<file path="src/rtl/fifo_ctrl_128_32_pkg.sv">
// Shared constants and helpers for the 128x32 RAM-backed FIFO controller.
package fifo_ctrl_128_32_pkg;

   localparam int unsigned FIFO_AW        = 7;
   localparam int unsigned FIFO_DW        = 32;
   localparam int unsigned FIFO_DEPTH     = 128;
   localparam int unsigned FIFO_BUF_DEPTH = 2;
   localparam int unsigned FIFO_LW        = 8;
   localparam int unsigned FIFO_BCW       = $clog2(FIFO_BUF_DEPTH + 1);

   // True when the output buffer can take one more read after this cycle's pop.
   function automatic logic buf_room(input logic [FIFO_BCW-1:0] cnt,
                                     input logic                 inflight,
                                     input logic                 pop);
      int unsigned occ;
      occ = 32'(cnt) + 32'(inflight);
      return occ < (32'(pop) + FIFO_BUF_DEPTH);
   endfunction

endpackage

</file>
<file path="src/rtl/fifo_out_buf.sv">
// Two-entry output buffer that hides the RAM read latency; fill and pop may
// happen in the same cycle.
module fifo_out_buf
   import fifo_ctrl_128_32_pkg::*;
#(
   parameter int unsigned DW = FIFO_DW
) (
   input  logic                clk,
   input  logic                rst,
   input  logic                flush,
   input  logic                fill,
   input  logic [DW-1:0]       fill_data,
   input  logic                pop,
   output logic [DW-1:0]       head_data,
   output logic                head_valid,
   output logic [FIFO_BCW-1:0] cnt
);

   logic [DW-1:0]       mem_q [FIFO_BUF_DEPTH];
   logic                wr_ptr_q;
   logic                rd_ptr_q;
   logic [FIFO_BCW-1:0] cnt_q;
   logic [FIFO_BCW-1:0] cnt_d;

   always_comb begin
      cnt_d = cnt_q;
      if (flush) begin
         cnt_d = '0;
      end else begin
         unique case ({fill, pop})
            2'b10:   cnt_d = cnt_q + FIFO_BCW'(1);
            2'b01:   cnt_d = cnt_q - FIFO_BCW'(1);
            default: cnt_d = cnt_q;
         endcase
      end
   end

   always_ff @(posedge clk or negedge rst) begin
      if (!rst) begin
         mem_q[0] <= '0;
         mem_q[1] <= '0;
         wr_ptr_q <= 1'b0;
         rd_ptr_q <= 1'b0;
         cnt_q    <= '0;
      end else begin
         cnt_q <= cnt_d;
         if (flush) begin
            wr_ptr_q <= 1'b0;
            rd_ptr_q <= 1'b0;
         end else begin
            if (fill) begin
               mem_q[wr_ptr_q] <= fill_data;
               wr_ptr_q        <= ~wr_ptr_q;
            end
            if (pop) begin
               rd_ptr_q <= ~rd_ptr_q;
            end
         end
      end
   end

   assign head_data  = mem_q[rd_ptr_q];
   assign head_valid = (cnt_q != '0);
   assign cnt        = cnt_q;

endmodule

</file>
<file path="src/rtl/fifo_ctrl_128_32.sv">
// Controller turning an external 1R1W registered-read RAM into a 128-entry FIFO.
// Define FIFO_CTRL_BYPASS_EN to let pushes into an idle FIFO skip the RAM.
module fifo_ctrl_128_32
   import fifo_ctrl_128_32_pkg::*;
#(
   parameter int unsigned AW = FIFO_AW,
   parameter int unsigned DW = FIFO_DW
) (
   input  logic               clk,
   input  logic               rst,
   input  logic               in_valid,
   output logic               in_ready,
   input  logic [DW-1:0]      in_data,
   output logic               out_valid,
   input  logic               out_ready,
   output logic [DW-1:0]      out_data,
   input  logic               flush,
   output logic [FIFO_LW-1:0] level,
   output logic [AW-1:0]      ram_waddr,
   output logic [DW-1:0]      ram_wr,
   output logic               ram_we,
   output logic [AW-1:0]      ram_raddr,
   output logic               ram_re,
   input  logic [DW-1:0]      ram_rd
);

   localparam logic [FIFO_LW-1:0] FullCnt = FIFO_LW'(2 ** AW);

   logic [AW-1:0]       wptr_q, wptr_d;
   logic [AW-1:0]       rptr_q, rptr_d;
   logic [FIFO_LW-1:0]  ram_cnt_q, ram_cnt_d;
   logic                inflight_q, inflight_d;
   logic                in_ready_q, in_ready_d;

   logic                push;
   logic                pop;
   logic                issue;
   logic                bypass;
   logic                push_ram;
   logic                fill;
   logic [DW-1:0]       fill_data;
   logic [FIFO_BCW-1:0] buf_cnt;
   logic                buf_valid;
   logic [DW-1:0]       buf_head;

   // Handshakes; flush wins over every transfer in its cycle.
   always_comb begin
      push = in_valid & in_ready_q & ~flush;
      pop  = buf_valid & out_ready & ~flush;
`ifdef FIFO_CTRL_BYPASS_EN
      // Safe for ordering: nothing older sits in RAM or in flight.
      bypass = push & (ram_cnt_q == '0) & ~inflight_q & buf_room(buf_cnt, 1'b0, pop);
`else
      bypass = 1'b0;
`endif
      push_ram = push & ~bypass;
      // Only entries committed on an earlier edge are read, so no RAW collision.
      issue = ~flush & (ram_cnt_q != '0) & buf_room(buf_cnt, inflight_q, pop);
      // A returning read and a bypass push are mutually exclusive.
      fill      = (inflight_q | bypass) & ~flush;
      fill_data = inflight_q ? ram_rd : in_data;
   end

   always_comb begin
      wptr_d     = wptr_q;
      rptr_d     = rptr_q;
      ram_cnt_d  = ram_cnt_q;
      inflight_d = 1'b0;
      in_ready_d = 1'b1;
      if (flush) begin
         wptr_d    = '0;
         rptr_d    = '0;
         ram_cnt_d = '0;
      end else begin
         if (push_ram) begin
            wptr_d = wptr_q + AW'(1);
         end
         if (issue) begin
            rptr_d = rptr_q + AW'(1);
         end
         ram_cnt_d  = ram_cnt_q + FIFO_LW'(push_ram) - FIFO_LW'(issue);
         inflight_d = issue;
         in_ready_d = (ram_cnt_d != FullCnt);
      end
   end

   always_ff @(posedge clk or negedge rst) begin
      if (!rst) begin
         wptr_q     <= '0;
         rptr_q     <= '0;
         ram_cnt_q  <= '0;
         inflight_q <= 1'b0;
         in_ready_q <= 1'b0;
      end else begin
         wptr_q     <= wptr_d;
         rptr_q     <= rptr_d;
         ram_cnt_q  <= ram_cnt_d;
         inflight_q <= inflight_d;
         in_ready_q <= in_ready_d;
      end
   end

   fifo_out_buf #(
      .DW (DW)
   ) u_out_buf (
      .clk        (clk),
      .rst        (rst),
      .flush      (flush),
      .fill       (fill),
      .fill_data  (fill_data),
      .pop        (pop),
      .head_data  (buf_head),
      .head_valid (buf_valid),
      .cnt        (buf_cnt)
   );

   assign ram_we    = push_ram;
   assign ram_waddr = wptr_q;
   assign ram_wr    = in_data;
   assign ram_re    = issue;
   assign ram_raddr = rptr_q;

   assign in_ready  = in_ready_q;
   assign out_valid = buf_valid;
   assign out_data  = buf_head;
   assign level     = ram_cnt_q + FIFO_LW'(inflight_q) + FIFO_LW'(buf_cnt);

   a_no_collision : assert property (@(posedge clk) disable iff (!rst)
      !(ram_we && ram_re && (ram_waddr == ram_raddr)));
   a_cnt_bound : assert property (@(posedge clk) disable iff (!rst)
      ram_cnt_q <= FullCnt);
   a_buf_bound : assert property (@(posedge clk) disable iff (!rst)
      32'(buf_cnt) <= FIFO_BUF_DEPTH);

endmodule

</file>
<file path="config.mk">
export PLATFORM = sky130hd
export DESIGN_NAME = fifo_ctrl_128_32
export DESIGN_NICKNAME = d
export VERILOG_FILES = /design/src/rtl/fifo_ctrl_128_32_pkg.sv /design/src/rtl/fifo_out_buf.sv /design/src/rtl/fifo_ctrl_128_32.sv
export SDC_FILE = /design/constraint.sdc
export NUM_CORES = 1
export LEC_CHECK = 0
export CAP_MARGIN = 10
export CORE_UTILIZATION = 46
export DETAILED_ROUTE_END_ITERATION = 16
export PLACE_DENSITY = 0.85
export SLEW_MARGIN = 20
export SYNTH_ARGS = -nofsm -noshare
export SYNTH_HDL_FRONTEND = slang
export SYNTH_SLANG_ARGS = --single-unit
export TNS_END_PERCENT = 20
</file>
<file path="constraint.sdc">
create_clock -name clk -period 3.7 [get_ports clk]
set_input_delay 0.925 -clock clk [delete_from_list [all_inputs] [get_ports clk]]
set_output_delay 0.925 -clock clk [all_outputs]
set_load 0.05 [all_outputs]
</file>
==> impl_metrics.json <==
{
  "outcome": "finished, final reports clean",
  "clock_latency_ps": 370,
  "hold_path_startpoint": "u_out_buf.mem_q[21]",
  "power_switching_uw": 2350,
  "place_area_mm2": 0.00568,
  "vias_per_cell": 5.18,
  "crit_required_ps": 2770,
  "finClkSkew_ps": 11.0,
  "cpMaxStageDelayCell": "dlygate4sd2_1",
  "rows": 36,
  "htree_levels": 3,
  "core_mm2": 0.00991,
  "reg2reg_depth": 15,
  "combPwrFrac_pct": 55.3,
  "cts_tree": "built",
  "fin_ws_ps": 209,
  "worstMarginPinSlew_ps": 533,
  "rrSetupSlack_ps": 320,
  "finalCritPeriodShare_pct": 94.3,
  "routedWlPerCell_um": 15.8,
  "hpwl_um": 6480,
  "clock_power_share_pct": 14.5,
  "power.density_mw_per_mm2": 935,
  "numPortBuffers": 94,
  "final_antenna_net_count": 0,
  "hold_viol": 0,
  "yosysSeqAreaShare_pct": 48.5,
  "max_freq_ghz": 0.286,
  "grt_pass1_wl_um": 16200,
  "cts_max_path_buffers": 2,
  "fp.dieW_um": 104,
  "pre_cts_slack_ps": -52.3,
  "hp-class": "reg2reg",
  "path_clk_slew_ps": 90,
  "r2r_end": "in_ready",
  "worstSetupPathType": "reg2out",
  "root_buffer": "clkbuf_8",
  "endpoint_kind": "output pin",
  "post_cts_buffers": 0,
  "antenna_found_initial": 0,
  "fin_nets": 552,
  "rsz0062_at_grt": "false",
  "ys_warn_count": 0,
  "num_io_pins": 159,
  "grt_pass1_vias": 3297,
  "arrival_ps": 2570,
  "grt.total_usage_pct": 19.0,
  "insertedDiodeCount": 0,
  "syn_to_final_growth_pct": 24.6,
  "numCtsBuffers": 9,
  "fill_cells": 808,
  "hold_slack_ps": 504,
  "p_int_uw": 3170,
  "synth_area_mm2": 0.00475,
  "most-common-layout-cells": "mux2_2, dfrtp_1, clkdlybuf4s50_1, nor2_1, ha_1",
  "overflow": 0,
  "min_period_ps": 3490,
  "cellLeakagePower_uw": 0.00261,
  "peakVddDrop_uv": 534,
  "slew_violations": 0,
  "die_h_um": 104,
  "post-route-util_pct": 59.7,
  "dr.pass1.iters": 4,
  "crit_start": "inflight_q",
  "power_frac_seq_pct": 30.2,
  "holdPathStages": 1,
  "fin_area_mm2": 0.00592,
  "die_area_mm2": 0.0107,
  "grt_max_degree": 93,
  "crit_fanout": 7,
  "cp_cell_sequence": "inv_1 -> fa_1 -> inv_1 -> fa_1 -> nand3_1 -> xnor2_1 -> dlygate4sd2_1",
  "layout_commonest_cell": "mux2_2",
  "synth_area_per_cell_um2": 12.3,
  "dr.first_iter.drc_count": 71,
  "num_vias": 3091,
  "remaining_drc_errors": 0,
  "finalSetupViolCount": 0,
  "synth_cell_types": 36,
  "p_sw_share_pct": 42.6,
  "clock-sinks": 92,
  "cp-start-kind": "flip-flop",
  "drive_gt1_share_pct": 28.9,
  "slew_headroom_pct": 64.3,
  "synthCells": 387,
  "max_stage_delay_ps": 540,
  "synth-seq-cells": 92,
  "initial_utilization_pct": 47.9,
  "r2r-start": "ram_cnt_q[3]",
  "drt-total-wl_um": 9420,
  "cts_hold_buffers": 0,
  "drv_cap": 0,
  "syn_nets": 479,
  "gp_congestion": 0.880,
  "min_to": "u_out_buf.mem_q[21]"
}
==> stage by stage <==
step | setup TNS, ps | std cells | power [uW]
finish | 0 | 597 | 5530
global placement | 0 | 582 | 4670
floorplan | 0 | 387 | 3960
detailed placement | -52.3 | 582 | 4780
CTS | 0 | 597 | 5580
global route | 0 | 597 | 5870
==> synth_stat cells, drive strengths merged <==
master,instances,area share [%]
buf,41,6.1
ha,20,5.3
dfrtp,92,48
nand4b,2,0.37
a31oi,2,0.26
clkbuf,5,0.40
a311oi,1,0.32
and3,4,0.53
a211o,2,0.37
a21oi,9,0.95
inv,17,1.3
mux2,96,23
mux2i,1,0.21
nand4,1,0.13
nor2,20,1.6
nor2b,2,0.26
o21ai,8,0.84
nand3,10,1.1
nand3b,2,0.32
fa,3,1.3
a2111oi,1,0.18
nor3b,1,0.16
xor2,10,1.8
nor3,2,0.32
or2,2,0.26
nand2,13,1.0
o21bai,1,0.16
nand2b,3,0.40
or3,3,0.40
nor4bb,1,0.21
xnor2,12,2.2
==> state kept, by name, summed over array words and instances, names as in the netlist <==
signal,flops
in_ready,1
u_out_buf.wr_ptr_q,1
u_out_buf.cnt,2
ram_raddr,7
inflight_q,1
u_out_buf.rd_ptr_q,1
ram_cnt_q,8
ram_waddr,7
u_out_buf.mem_q,64
==> how the worst max path moves through the flow <==
stage | slack, ps | cells past startpoint | end
floorplan | 150 | 13 | in_ready
global placement | 5 | 14 | in_ready
detailed placement | -50 | 14 | in_ready
CTS | 80 | 5 | level[1]
global route | 20 | 7 | level[6]
finish | 210 | 7 | level[6]
==> what timing repair did <==
action	CTS	global route
endpoints found under the hold margin	0	0
endpoints found under the setup margin	4	1
resized for setup	4	1
==> critical path: cells and delay by family (launching register included) <==
kind,cells,cell delay (ps)
buf+inv,3,800
fa+ha+maj,2,650
flops,1,480
xor+xnor,1,150
simple gates,1,100
==> cell families after synthesis <==
kind of cell	share of synthesized area, %
AOI/OAI and AO/OA	3.08
adders and majority gates	6.53
xor gates and xnor gates	4.06
DFF	48.5
and+or+nand+nor	7.01
muxes	23.0
buffers and inverters	7.85
==> power by group through the flow <==
stage	clock network, uW	registers, uW	logic, uW
finish	799	1670	3060
global route	868	1720	3280
CTS	823	1670	3090
detailed placement	0	1690	3080
global placement	0	1650	3020
floorplan	0	1650	2310
==> area by class of cell <==
cell class / instances / area [um2] / area share [%]
multi-input cells: 232 / 2080 / 35.2
well taps: 133 / 166 / 2.81
repair buffers: 108 / 1070 / 18.0
clock inverters: 5 / 100 / 1.69
flip-flops and latches: 92 / 2300 / 38.9
inverters: 17 / 63.8 / 1.08
clock buffers: 10 / 138 / 2.33
==> routing by layer <==
layer	vias up	track usage (%)	part of all wire [%]
li1	1437	-	-
met1	1532	23.1	43
met2	97	31.0	49
met3	25	5.92	5.7
met4	0	8.49	2.6
met5	-	0	0
(Power assumes the default switching activity.)
